File: config.mk
export PLATFORM = sky130hd
export DESIGN_NAME = ifetch_flat
export DESIGN_NICKNAME = d
export VERILOG_FILES = /design/src/rtl/ifetch_if.sv /design/src/rtl/ifetch.sv /design/src/flat_wrapper.sv
export SDC_FILE = /design/constraint.sdc
export NUM_CORES = 1
export LEC_CHECK = 0
export CORE_MARGIN = 10
export CORE_UTILIZATION = 40
export DETAILED_ROUTE_END_ITERATION = 8
export PLACE_DENSITY = 0.65
export SYNTH_ARGS = -nofsm -noshare
export SYNTH_HDL_FRONTEND = slang
export SYNTH_SLANG_ARGS = --single-unit
File: constraint.sdc
create_clock -name clk -period 19.7 [get_ports clk]
set_input_delay 3.94 -clock clk [delete_from_list [all_inputs] [get_ports clk]]
set_output_delay 3.94 -clock clk [all_outputs]
set_load 0.05 [all_outputs]
File: src/rtl/ifetch_if.sv
// Fetch-stage bus bundle: instruction-cache request/response, BHT lookup,
// instruction-queue head towards decode, and the redirect from commit.
interface ifetch_if;
   logic        icache_req;
   logic [31:0] icache_addr;
   logic        icache_valid;
   logic [31:0] icache_inst;
   logic [7:0]  bht_index;
   logic        bht_taken;
   logic        iq_valid;
   logic [31:0] iq_inst;
   logic [31:0] iq_pc;
   logic        iq_pred_taken;
   logic        iq_ready;
   logic        flush;
   logic [31:0] flush_pc;

   modport master (
      output icache_req, icache_addr, bht_index,
      output iq_valid, iq_inst, iq_pc, iq_pred_taken,
      input  icache_valid, icache_inst, bht_taken, iq_ready, flush, flush_pc
   );

   modport slave (
      input  icache_req, icache_addr, bht_index,
      input  iq_valid, iq_inst, iq_pc, iq_pred_taken,
      output icache_valid, icache_inst, bht_taken, iq_ready, flush, flush_pc
   );
endinterface

File: src/rtl/ifetch.sv
// Instruction fetch: one outstanding icache request, JAL/B-type next-PC prediction,
// and an instruction queue to decode. Macro IFETCH_PREDICT_EN enables BHT use for B-type.
module ifetch #(
   parameter int          QUEUE_DEPTH_LOG = 3,
   parameter logic [31:0] RESET_PC        = 32'h0000_0000
) (
   input logic      clk,
   input logic      rst,
   input logic      rdy,
   ifetch_if.master bus
);
   localparam int CW = QUEUE_DEPTH_LOG + 1;
   localparam int DEPTH = 1 << QUEUE_DEPTH_LOG;
   localparam logic [CW-1:0] DEPTH_C = CW'(DEPTH);

   localparam logic [6:0] OP_JAL    = 7'b1101111;
   localparam logic [6:0] OP_BRANCH = 7'b1100011;
   localparam logic [6:0] OP_JALR   = 7'b1100111;

   typedef enum logic [1:0] {
      S_REQ   = 2'd0,
      S_WAIT  = 2'd1,
      S_BLOCK = 2'd2
   } state_t;

   function automatic logic [31:0] imm_j(input logic [31:0] i);
      return {{11{i[31]}}, i[31], i[19:12], i[20], i[30:21], 1'b0};
   endfunction

   function automatic logic [31:0] imm_b(input logic [31:0] i);
      return {{19{i[31]}}, i[31], i[7], i[30:25], i[11:8], 1'b0};
   endfunction

   state_t                     state_r, state_s;
   logic [31:0]                pc_r, pc_s;
   logic                       req_r, req_s;
   logic [31:0]                addr_r, addr_s;
   logic [CW-1:0]              count_r, count_s, count_after_pop_s;
   logic [QUEUE_DEPTH_LOG-1:0] head_r, head_s, tail_r, tail_s;
   logic                       pop_s, push_s, pred_s, bht_pred_s;
   logic [64:0]                push_data_s;
   logic [64:0]                mem_r [DEPTH];
   logic [64:0]                head_entry_s;

`ifdef IFETCH_PREDICT_EN
   assign bht_pred_s    = bus.bht_taken;
   assign bus.bht_index = addr_r[9:2];
`else
   logic unused_bht_s;
   assign unused_bht_s  = bus.bht_taken;
   assign bht_pred_s    = 1'b0;
   assign bus.bht_index = 8'd0;
`endif

   assign pop_s             = rdy && (count_r != CW'(0)) && bus.iq_ready;
   assign count_after_pop_s = count_r - CW'(pop_s);

   // Next-state, next-PC and queue pointer logic; flush overrides everything.
   always_comb begin
      state_s     = state_r;
      pc_s        = pc_r;
      req_s       = req_r;
      addr_s      = addr_r;
      push_s      = 1'b0;
      pred_s      = 1'b0;
      count_s     = count_r;
      head_s      = head_r;
      tail_s      = tail_r;
      if (!rdy) begin
         state_s = state_r;
      end else if (bus.flush) begin
         count_s = CW'(0);
         head_s  = '0;
         tail_s  = '0;
         pc_s    = bus.flush_pc;
         req_s   = 1'b0;
         state_s = S_REQ;
      end else begin
         case (state_r)
            S_REQ: begin
               if (count_after_pop_s < DEPTH_C) begin
                  req_s   = 1'b1;
                  addr_s  = pc_r;
                  state_s = S_WAIT;
               end else begin
                  state_s = S_REQ;
               end
            end
            S_WAIT: begin
               if (bus.icache_valid && req_r) begin
                  req_s  = 1'b0;
                  push_s = 1'b1;
                  case (bus.icache_inst[6:0])
                     OP_JAL: begin
                        pred_s  = 1'b1;
                        pc_s    = pc_r + imm_j(bus.icache_inst);
                        state_s = S_REQ;
                     end
                     OP_BRANCH: begin
                        pred_s  = bht_pred_s;
                        pc_s    = bht_pred_s ? pc_r + imm_b(bus.icache_inst) : pc_r + 32'd4;
                        state_s = S_REQ;
                     end
                     // Indirect target is unknown here: park until commit redirects.
                     OP_JALR: begin
                        pred_s  = 1'b0;
                        state_s = S_BLOCK;
                     end
                     default: begin
                        pred_s  = 1'b0;
                        pc_s    = pc_r + 32'd4;
                        state_s = S_REQ;
                     end
                  endcase
               end else begin
                  state_s = S_WAIT;
               end
            end
            S_BLOCK: state_s = S_BLOCK;
            default: state_s = S_REQ;
         endcase
         count_s = count_after_pop_s + CW'(push_s);
         head_s  = pop_s  ? head_r + 1'b1 : head_r;
         tail_s  = push_s ? tail_r + 1'b1 : tail_r;
      end
   end

   assign push_data_s = {bus.icache_inst, pc_r, pred_s};

   // Control and pointer registers.
   always_ff @(posedge clk) begin
      if (rst) begin
         state_r <= S_REQ;
         pc_r    <= RESET_PC;
         req_r   <= 1'b0;
         addr_r  <= RESET_PC;
         count_r <= CW'(0);
         head_r  <= '0;
         tail_r  <= '0;
      end else begin
         state_r <= state_s;
         pc_r    <= pc_s;
         req_r   <= req_s;
         addr_r  <= addr_s;
         count_r <= count_s;
         head_r  <= head_s;
         tail_r  <= tail_s;
      end
   end

   // Queue storage; contents are don't-care while count marks them empty.
   always_ff @(posedge clk) begin
      if (!rst && push_s) begin
         mem_r[tail_r] <= push_data_s;
      end
   end

   assign head_entry_s      = (count_r != CW'(0)) ? mem_r[head_r] : 65'd0;
   assign bus.icache_req    = req_r;
   assign bus.icache_addr   = addr_r;
   assign bus.iq_valid      = (count_r != CW'(0));
   assign bus.iq_inst       = head_entry_s[64:33];
   assign bus.iq_pc         = head_entry_s[32:1];
   assign bus.iq_pred_taken = head_entry_s[0];
endmodule

File: src/flat_wrapper.sv
// flat-port wrapper written by rule: the top's interface ports become plain ports
module ifetch_flat 
#(
   parameter int          QUEUE_DEPTH_LOG = 3,
   parameter logic [31:0] RESET_PC        = 32'h0000_0000
)
  (clk, rst, rdy, bus_icache_req, bus_icache_addr, bus_bht_index, bus_iq_valid, bus_iq_inst, bus_iq_pc, bus_iq_pred_taken, bus_icache_valid, bus_icache_inst, bus_bht_taken, bus_iq_ready, bus_flush, bus_flush_pc);
  ifetch_if bus_i ();
  input logic clk;
  input logic rst;
  input logic rdy;
  output wire logic [$bits(bus_i.icache_req)-1:0] bus_icache_req;
  output wire logic [$bits(bus_i.icache_addr)-1:0] bus_icache_addr;
  output wire logic [$bits(bus_i.bht_index)-1:0] bus_bht_index;
  output wire logic [$bits(bus_i.iq_valid)-1:0] bus_iq_valid;
  output wire logic [$bits(bus_i.iq_inst)-1:0] bus_iq_inst;
  output wire logic [$bits(bus_i.iq_pc)-1:0] bus_iq_pc;
  output wire logic [$bits(bus_i.iq_pred_taken)-1:0] bus_iq_pred_taken;
  input wire logic [$bits(bus_i.icache_valid)-1:0] bus_icache_valid;
  input wire logic [$bits(bus_i.icache_inst)-1:0] bus_icache_inst;
  input wire logic [$bits(bus_i.bht_taken)-1:0] bus_bht_taken;
  input wire logic [$bits(bus_i.iq_ready)-1:0] bus_iq_ready;
  input wire logic [$bits(bus_i.flush)-1:0] bus_flush;
  input wire logic [$bits(bus_i.flush_pc)-1:0] bus_flush_pc;
  assign bus_icache_req = bus_i.icache_req;
  assign bus_icache_addr = bus_i.icache_addr;
  assign bus_bht_index = bus_i.bht_index;
  assign bus_iq_valid = bus_i.iq_valid;
  assign bus_iq_inst = bus_i.iq_inst;
  assign bus_iq_pc = bus_i.iq_pc;
  assign bus_iq_pred_taken = bus_i.iq_pred_taken;
  assign bus_i.icache_valid = bus_icache_valid;
  assign bus_i.icache_inst = bus_icache_inst;
  assign bus_i.bht_taken = bus_bht_taken;
  assign bus_i.iq_ready = bus_iq_ready;
  assign bus_i.flush = bus_flush;
  assign bus_i.flush_pc = bus_flush_pc;
  ifetch #(.QUEUE_DEPTH_LOG(QUEUE_DEPTH_LOG), .RESET_PC(RESET_PC)) u_core (.clk(clk), .rst(rst), .rdy(rdy), .bus(bus_i));
endmodule
==> impl_table.tex, run 1 <==
\begin{tabular}{lr}
\hline
Metric & Value \\
\hline
\multicolumn{2}{l}{\textbf{CTS}} \\
\quad Clock Tree Buf Depth & 3 \\
\quad Post-CTS Hold Fix Bufs & 0 \\
\quad CTS tree & built \\
\quad CTS Buf Count & 58 \\
\quad Insertion delay of the later-clocked pin in the worst-skew pair & 610 ps \\
\quad H-tree depth & 2 \\
\quad CTS-repair resized insts & 0 \\
\quad Clock tree sinks & 600 \\
\quad Post-CTS Setup Bufs & 0 \\
\quad CTS Root Buffer Type & clkbuf\_16 \\
\quad Clock slew at reported path FFs & 60 ps \\
\multicolumn{2}{l}{\textbf{Min path}} \\
\quad Type of the most critical hold path & flip-flop to flip-flop \\
\quad Worst hold path stage count & 2 \\
\quad Capture endpoint of the worst hold path & u\_core.bus.icache\_addr[10] \\
\quad Critical hold path startpoint & u\_core.bus.icache\_addr[10] \\
\multicolumn{2}{l}{\textbf{Power}} \\
\quad VDD IR-drop max & 0.06180 mV \\
\quad P\_sw & 0.0005583 W \\
\quad Net Sw Frac & 0.2158 \\
\quad Share of total power in the clock network & 0.411 \\
\quad Combinational cell fraction of total power & 0.047 \\
\quad Cell internal pwr & 0.002028 W \\
\quad LEAKAGE & 9.495 nW \\
\quad Power Density & 85.78 nW/um\^{}2 \\
\quad Sequential fraction of design power & 0.542 \\
\quad Overall power after layout & 0.002586 W \\
\multicolumn{2}{l}{\textbf{Timing}} \\
\quad Final Hold Fails & 0 \\
\quad Clock Skews & 18.39 ps \\
\quad Total negative setup slack & 0 ps \\
\quad Actual transition at the worst max-transition pin & 1030 ps \\
\quad Max\_slew headroom & 0.3130 \\
\quad Final-report setup violation count & 0 \\
\quad Slew Limit Fails & 0 \\
\quad Final worst-path cycle share & 0.4568 \\
\quad Minimum clock period after layout & 9000 ps \\
\quad Max Clk Rate & 0.1111 GHz \\
\quad RSZ-0062 raised after global routing & false \\
\quad Worst Hold Slack & 457.1 ps \\
\multicolumn{2}{l}{\textbf{Synthesis}} \\
\quad Mean post-synth cell area & 15.67 um\^{}2 \\
\quad Primary FF master, synth & edfxtp\_1 \\
\quad Number of flops mapped to enable cells by yosys & 520 \\
\quad Part of the Yosys area used for sequential elements & 0.6692 \\
\quad Leading post-synthesis cells by cell area & edfxtp\_1, mux4\_2, dfxtp\_1 \\
\quad Cell types with the highest counts after synthesis & edfxtp\_1, nand2\_1, nor2\_1, mux4\_2, a21oi\_1 \\
\quad Number of different library cells in the post-synthesis netlist & 82 \\
\quad Top-area cell type share of the netlist area & 0.6069 \\
\quad Share of flip-flops with an asynchronous set or reset after synthesis & 0 \\
\quad Cell with the most instances after synthesis & edfxtp\_1 \\
\quad Total of warnings raised by yosys & 0 \\
\quad Yosys reg bits & 600 \\
\quad Post-synthesis cell type with the largest combined area & edfxtp\_1 \\
\quad Synthesized instance count & 1642 \\
\quad Syn Std Cell Area & 25730 um\^{}2 \\
\multicolumn{2}{l}{\textbf{Worst setup path}} \\
\quad Cell class contributing the biggest share of worst-path delay & buffers and inverters \\
\quad Dominant cell type by count on the critical path & buf\_4 \\
\quad Type of destination of the critical path & primary output \\
\quad Reg-to-reg setup timing slack & 15780 ps \\
\quad R2R cell count & 12 \\
\quad Critical path class & flip-flop to primary output \\
\quad Max stage delay cell, worst path & dfxtp\_4 \\
\quad Critical path's largest stage delay & 970 ps \\
\quad Endpoint required time on the critical path & 15760 ps \\
\quad Worst flop-to-flop path startpoint & u\_core.count\_r[3] \\
\quad Kind of start point of the critical path & flip-flop \\
\quad Number of buffer and inverter instances along the worst setup path & 3 \\
\quad Cell Chain, Critical Path & buf\_4, buf\_4, mux4\_2, mux2i\_1, nor2\_1, clkdlybuf4s50\_1 \\
\quad Crit path DAT & 5060 ps \\
\quad Endpoint of the most critical register-to-register path & u\_core.bus.icache\_addr[10] \\
\quad Maximum fanout along the worst path & 47 \\
\multicolumn{2}{l}{\textbf{Placement}} \\
\quad Input/output buffers & 168 \\
\quad Global placer's final weighted congestion & 0.8502 \\
\quad Placed instance count & 2593 \\
\quad Half-perimeter wire length after placement & 40300 um \\
\quad DP Area & 28330 um\^{}2 \\
\multicolumn{2}{l}{\textbf{Floorplan}} \\
\quad Effective utilization at floorplan & 0.4056 \\
\quad Die Outline Area & 74860 um\^{}2 \\
\quad I/O pin total & 178 \\
\quad Die X & 273.6 um \\
\quad Standard-cell row count & 92 \\
\quad Core outline area & 63430 um\^{}2 \\
\quad Die Ht & 273.6 um \\
\multicolumn{2}{l}{\textbf{Route}} \\
\quad Total via count in the routed design & 15.10k \\
\quad TritonRoute pass-1 iters & 5 \\
\quad DRC errors left & 0 \\
\quad First-iteration detailed-routing DRC count & 1210 \\
\quad Mean routed wirelength per cell & 24.34 um \\
\quad Vias per inst & 5.594 \\
\quad Total length of routed wires & 65710 um \\
\quad Post-detailed-route count of antenna-violating nets & 0 \\
\multicolumn{2}{l}{\textbf{Final layout}} \\
\quad Number of antenna repair diodes & 0 \\
\quad Final Cell Area & 30150 um\^{}2 \\
\quad Fraction of layout instances using a drive strength above 1 & 0.1511 \\
\quad Layout-stage area growth over the synthesis result & 17.20\% \\
\quad Post-layout net count & 1916 \\
\quad Fin cells & 2699 \\
\quad Fill cell instance count of the final layout & 5413 \\
\multicolumn{2}{l}{\textbf{Global route}} \\
\quad Maximum number of pins on one net before global-route repair & 75 \\
\quad Antenna violations before repair & 0 \\
\quad Aggregate global-route resource usage & 0.1742 \\
\quad Overflow left after global routing & 0 \\
\quad Vias in the first global route & 15.37k \\
\quad First-pass GRT wire length & 98930 um \\
\multicolumn{2}{l}{\textbf{Run status}} \\
\quad Run status & completed \\
\multicolumn{2}{l}{\textbf{Flow run}} \\
\quad Max-cap violations & 0 \\
\hline
\end{tabular}
==> worst reg2reg max path, stage by stage, from the launching register on <==
cell and delay (ps):
dfxtp_1 340, nor4_2 270, buf_4 790, inv_1 160, nand3_1 260, inv_1 120, ha_1 240, nand2_1 90
xor2_1 320, and3_1 550, buf_4 370, nand2_1 180, a21oi_1 170
==> sequential cells by signal (all words and copies together) (netlist names), named ones only <==
register                flops
u_core.mem_r              520
u_core.bus.icache_addr     32
u_core.pc_r                32
u_core.count_r              4
u_core.head_r               3
u_core.tail_r               3
u_core.state_r              2
u_core.bus.icache_req       1
==> worst max path at each step <==
stage	from	to	slack, ps	cells past startpoint
global placement	flip-flop	bus_iq_pc[14]	11100	6
CTS	flip-flop	bus_iq_pc[14]	10450	6
floorplan	rdy	u_core.mem_r[6][0]	8170	5
finish	flip-flop	bus_iq_pc[20]	10700	6
detailed placement	flip-flop	bus_iq_pc[14]	11100	6
global route	flip-flop	bus_iq_pc[20]	10140	6
==> power groups by stage <==
stage	Sequential, W	Combinational (W)	Clock [W]
global route	0.00140	0.000132	0.00114
CTS	0.00140	0.000120	0.00109
global placement	0.00143	0.000118	0
detailed placement	0.00143	0.000119	0
floorplan	0.00143	0.0000703	0
finish	0.00140	0.000122	0.00106
==> cells by family (layout without fill, tap and decap cells) <==
kind of cell,Yosys count,count (layout),synth area share
buf+inv,118,322,0.01936
other cells,1,8,0.0001458
flops,600,600,0.6692
compound gates,241,241,0.06410
simple gates,395,395,0.07071
xor+xnor,49,49,0.01668
fa+ha+maj,38,38,0.01877
mux,200,200,0.1410
==> layout make-up <==
class | instances | area (um^2) | area share
sequential | 600 | 17230 | 0.5714
clock buffer | 73 | 1558 | 0.05166
clock inverter | 33 | 267.8 | 0.008880
inverter | 21 | 78.83 | 0.002614
multi-input combinational | 931 | 8087 | 0.2682
tap | 846 | 1059 | 0.03511
timing repair buffer | 195 | 1874 | 0.06216
==> stage by stage <==
stage | util | setup WS, ps
finish | 0.4754 | 10700
floorplan | - | 8173
global route | 0.4754 | 10140
detailed placement | 0.4466 | 11100
global placement | 0.4466 | 11100
CTS | 0.4754 | 10450
==> per-layer routing <==
| metal | global-route usage | part of all wire | vias to the layer above |
|---|---|---|---|
| met5 | 0 | 0 | - |
| met3 | 0.03293 | 0.068 | 78 |
| li1 | - | - | 6758 |
| met2 | 0.2781 | 0.47 | 539 |
| met4 | 0.04158 | 0.020 | 0 |
| met1 | 0.2426 | 0.44 | 7723 |
==> cells in the final DEF, fill, tap and decap left out, drive strengths merged, types with 24 or more instances in the layout <==
cell,synthesis,routed
edfxtp,520,520
o21ai,29,29
mux4,130,130
a21oi,87,87
nand2,137,137
ha,37,37
inv,21,24
clkdlybuf4s50,0,166
xnor2,30,30
dfxtp,80,80
clkbuf,60,73
nand3,37,37
buf,37,29
mux2i,70,70
nor2,136,136
Note: power is estimated with default switching activity, not from simulation.
==> run 2: changes to the inputs <==
Clock period 19.7 ns to 8.6 ns, I/O delays scaled along.
==> run 2 against run 1 <==
  * Worst setup slack got worse by 7500 ps
  * Clock power increased by 140%
  * Die area unchanged
  * Combinational power increased by 130%
  * Sequential power increased by 130%
  * Flip-flop and latch count unchanged
  * Critical path depth decreased by 1
  * Via count decreased by 0.50%
  * Critical endpoint is now bus_iq_pc[0]
  * Clock skew decreased by 0.79 ps
  * Largest cell class unchanged
  * Non-clock buffer count decreased by 1
  * Worst hold slack about the same
==> impl_table.tex, run 2 (synthesis gave the netlist of run 1 again) <==
\begin{tabular}{lr}
\hline
Metric & Value \\
\hline
\multicolumn{2}{l}{\textbf{Global route}} \\
\quad Maximum number of pins on one net before global-route repair & 77 \\
\quad Antenna violations before repair & 0 \\
\quad First-pass GRT wire length & 98650 um \\
\quad Overflow left after global routing & 0 \\
\quad Aggregate global-route resource usage & 0.1736 \\
\quad Vias in the first global route & 15.30k \\
\multicolumn{2}{l}{\textbf{Final layout}} \\
\quad Fill cell instance count of the final layout & 5348 \\
\quad Highest-count cells in the layout ignoring fill and taps & edfxtp\_1, clkdlybuf4s50\_1, nand2\_1 \\
\quad Post-layout net count & 1916 \\
\quad Number of flip-flops in the largest register & 520 \\
\quad Most common library cell in the layout ignoring fill and taps & edfxtp\_1 \\
\quad Fraction of layout instances using a drive strength above 1 & 0.1519 \\
\quad Layout-stage area growth over the synthesis result & 17.52\% \\
\quad Top reg by flops & u\_core.mem\_r \\
\multicolumn{2}{l}{\textbf{Timing}} \\
\quad Final-report setup violation count & 0 \\
\quad Final worst-path cycle share & 0.6244 \\
\quad Max\_slew headroom & 0.1825 \\
\quad Actual transition at the worst max-transition pin & 1226 ps \\
\quad Total negative setup slack & 0 ps \\
\quad Clock Skews & 17.60 ps \\
\quad RSZ-0062 raised after global routing & false \\
\quad Slew Limit Fails & 0 \\
\quad Final Hold Fails & 0 \\
\quad Post-route setup slack & 3230 ps \\
\quad Minimum clock period after layout & 5370 ps \\
\quad Max Clk Rate & 0.1862 GHz \\
\multicolumn{2}{l}{\textbf{CTS}} \\
\quad CTS tree & built \\
\quad Clock tree sinks & 600 \\
\quad Insertion delay of the later-clocked pin in the worst-skew pair & 610 ps \\
\quad Post-CTS Setup Bufs & 0 \\
\quad Post-CTS Hold Fix Bufs & 0 \\
\quad Clock slew at reported path FFs & 60 ps \\
\quad Clock Tree Buf Depth & 3 \\
\quad CTS Root Buffer Type & clkbuf\_16 \\
\quad CTS-repair resized insts & 0 \\
\quad CTS Buf Count & 59 \\
\quad H-tree depth & 2 \\
\multicolumn{2}{l}{\textbf{Route}} \\
\quad Routed wl met3 & 4510 um \\
\quad Post-detailed-route count of antenna-violating nets & 0 \\
\quad Mean routed wirelength per cell & 24.37 um \\
\quad First-iteration detailed-routing DRC count & 1407 \\
\quad Highest signal layer in the routed design & met4 \\
\quad Wire length on met1 & 28990 um \\
\quad Vias per inst & 5.556 \\
\quad DRC errors left & 0 \\
\quad TritonRoute pass-1 iters & 5 \\
\quad Detailed route wirelength on metal2 & 31300 um \\
\quad Total length of routed wires & 65910 um \\
\quad Total via count in the routed design & 15.02k \\
\multicolumn{2}{l}{\textbf{Power}} \\
\quad LEAKAGE & 9.538 nW \\
\quad VDD IR-drop max & 0.1585 mV \\
\quad Power Density & 198.9 nW/um\^{}2 \\
\multicolumn{2}{l}{\textbf{Placement}} \\
\quad Half-perimeter wire length after placement & 39830 um \\
\quad Input/output buffers & 168 \\
\quad Pre-CTS WS & 2930 ps \\
\quad Global placer's final weighted congestion & 0.8246 \\
\multicolumn{2}{l}{\textbf{Floorplan}} \\
\quad Standard-cell row count & 92 \\
\quad I/O pin total & 178 \\
\quad Die Ht & 273.6 um \\
\quad Die X & 273.6 um \\
\quad Die Outline Area & 74860 um\^{}2 \\
\quad Effective utilization at floorplan & 0.4056 \\
\quad Core outline area & 63430 um\^{}2 \\
\multicolumn{2}{l}{\textbf{Run status}} \\
\quad Run status & completed \\
\multicolumn{2}{l}{\textbf{Min path}} \\
\quad Critical hold path startpoint & u\_core.bus.icache\_addr[6] \\
\quad Type of the most critical hold path & flip-flop to flip-flop \\
\multicolumn{2}{l}{\textbf{Worst setup path}} \\
\quad Maximum fanout along the worst path & 49 \\
\quad Endpoint required time on the critical path & 6880 ps \\
\quad Critical path class & flip-flop to primary output \\
\quad Kind of start point of the critical path & flip-flop \\
\quad Worst flop-to-flop path startpoint & u\_core.bus.icache\_req \\
\quad Crit path DAT & 3650 ps \\
\quad Type of destination of the critical path & primary output \\
\multicolumn{2}{l}{\textbf{Flow run}} \\
\quad Max-cap violations & 0 \\
\hline
\end{tabular}
## run 2: changes by cell type in the layout (fill, tap and decap cells not counted), moves of 2 or more
cell	change
clkbuf_16	+3
diode_2	+2
clkbuf_1	+4
clkinv_2	+6
clkbuf_8	-2
clkinv_1	-3
buf_4	-2
## run 2: critical path: stages (launching register included)
cell and delay [ps]:
dfxtp_4 430, buf_4 780, mux4_2 590, mux2i_1 350
nor2_1 120, clkdlybuf4s50_1 760
## run 2: path summary, 6_finish.rpt
path         cells past startpoint                        end  slack, ps
max                              5               bus_iq_pc[0]       3230
min                              2  u_core.bus.icache_addr[6]        460
max reg2reg                      7        u_core.mem_r[7][54]       4970
min reg2reg                      2  u_core.bus.icache_addr[6]        460
## run 2: where the power goes
group	internal (W)	switching [W]
clock	0.00144	0.00108
combinational	0.000103	0.000175
sequential	0.00317	0.0000456
## run 2: final cells by class
class | count | area (um^2) | area share
multi-input cells | 931 | 8095 | 0.2677
repair buffers | 194 | 1879 | 0.06216
flip-flops and latches | 600 | 17230 | 0.5698
inverters | 21 | 78.83 | 0.002607
well taps | 846 | 1059 | 0.03501
clock inverters | 32 | 270.3 | 0.008939
clock buffers | 78 | 1620 | 0.05359
diodes | 2 | 5.005 | 0.0001655
## run 2: per-layer routing
metal | vias to the layer above | track usage
met5 | - | 0
met4 | 0 | 0.04056
met1 | 7722 | 0.2444
li1 | 6760 | -
met2 | 478 | 0.2738
met3 | 63 | 0.03397
## run 2: stage by stage
stage	utilization	instance area [um^2]	power (W)	instances	hold slack, ps
4_1_cts	0.4766	30230	0.006064	2702	458.4
2_1_floorplan	-	25760	0.003426	1649	475.6
5_1_grt	0.4766	30230	0.006199	2702	493.2
6_report	0.4767	30240	0.006013	2704	457.2
3_5_place_dp	0.4468	28340	0.003550	2592	449.2
3_3_place_gp	0.4468	28340	0.003545	2592	447.4
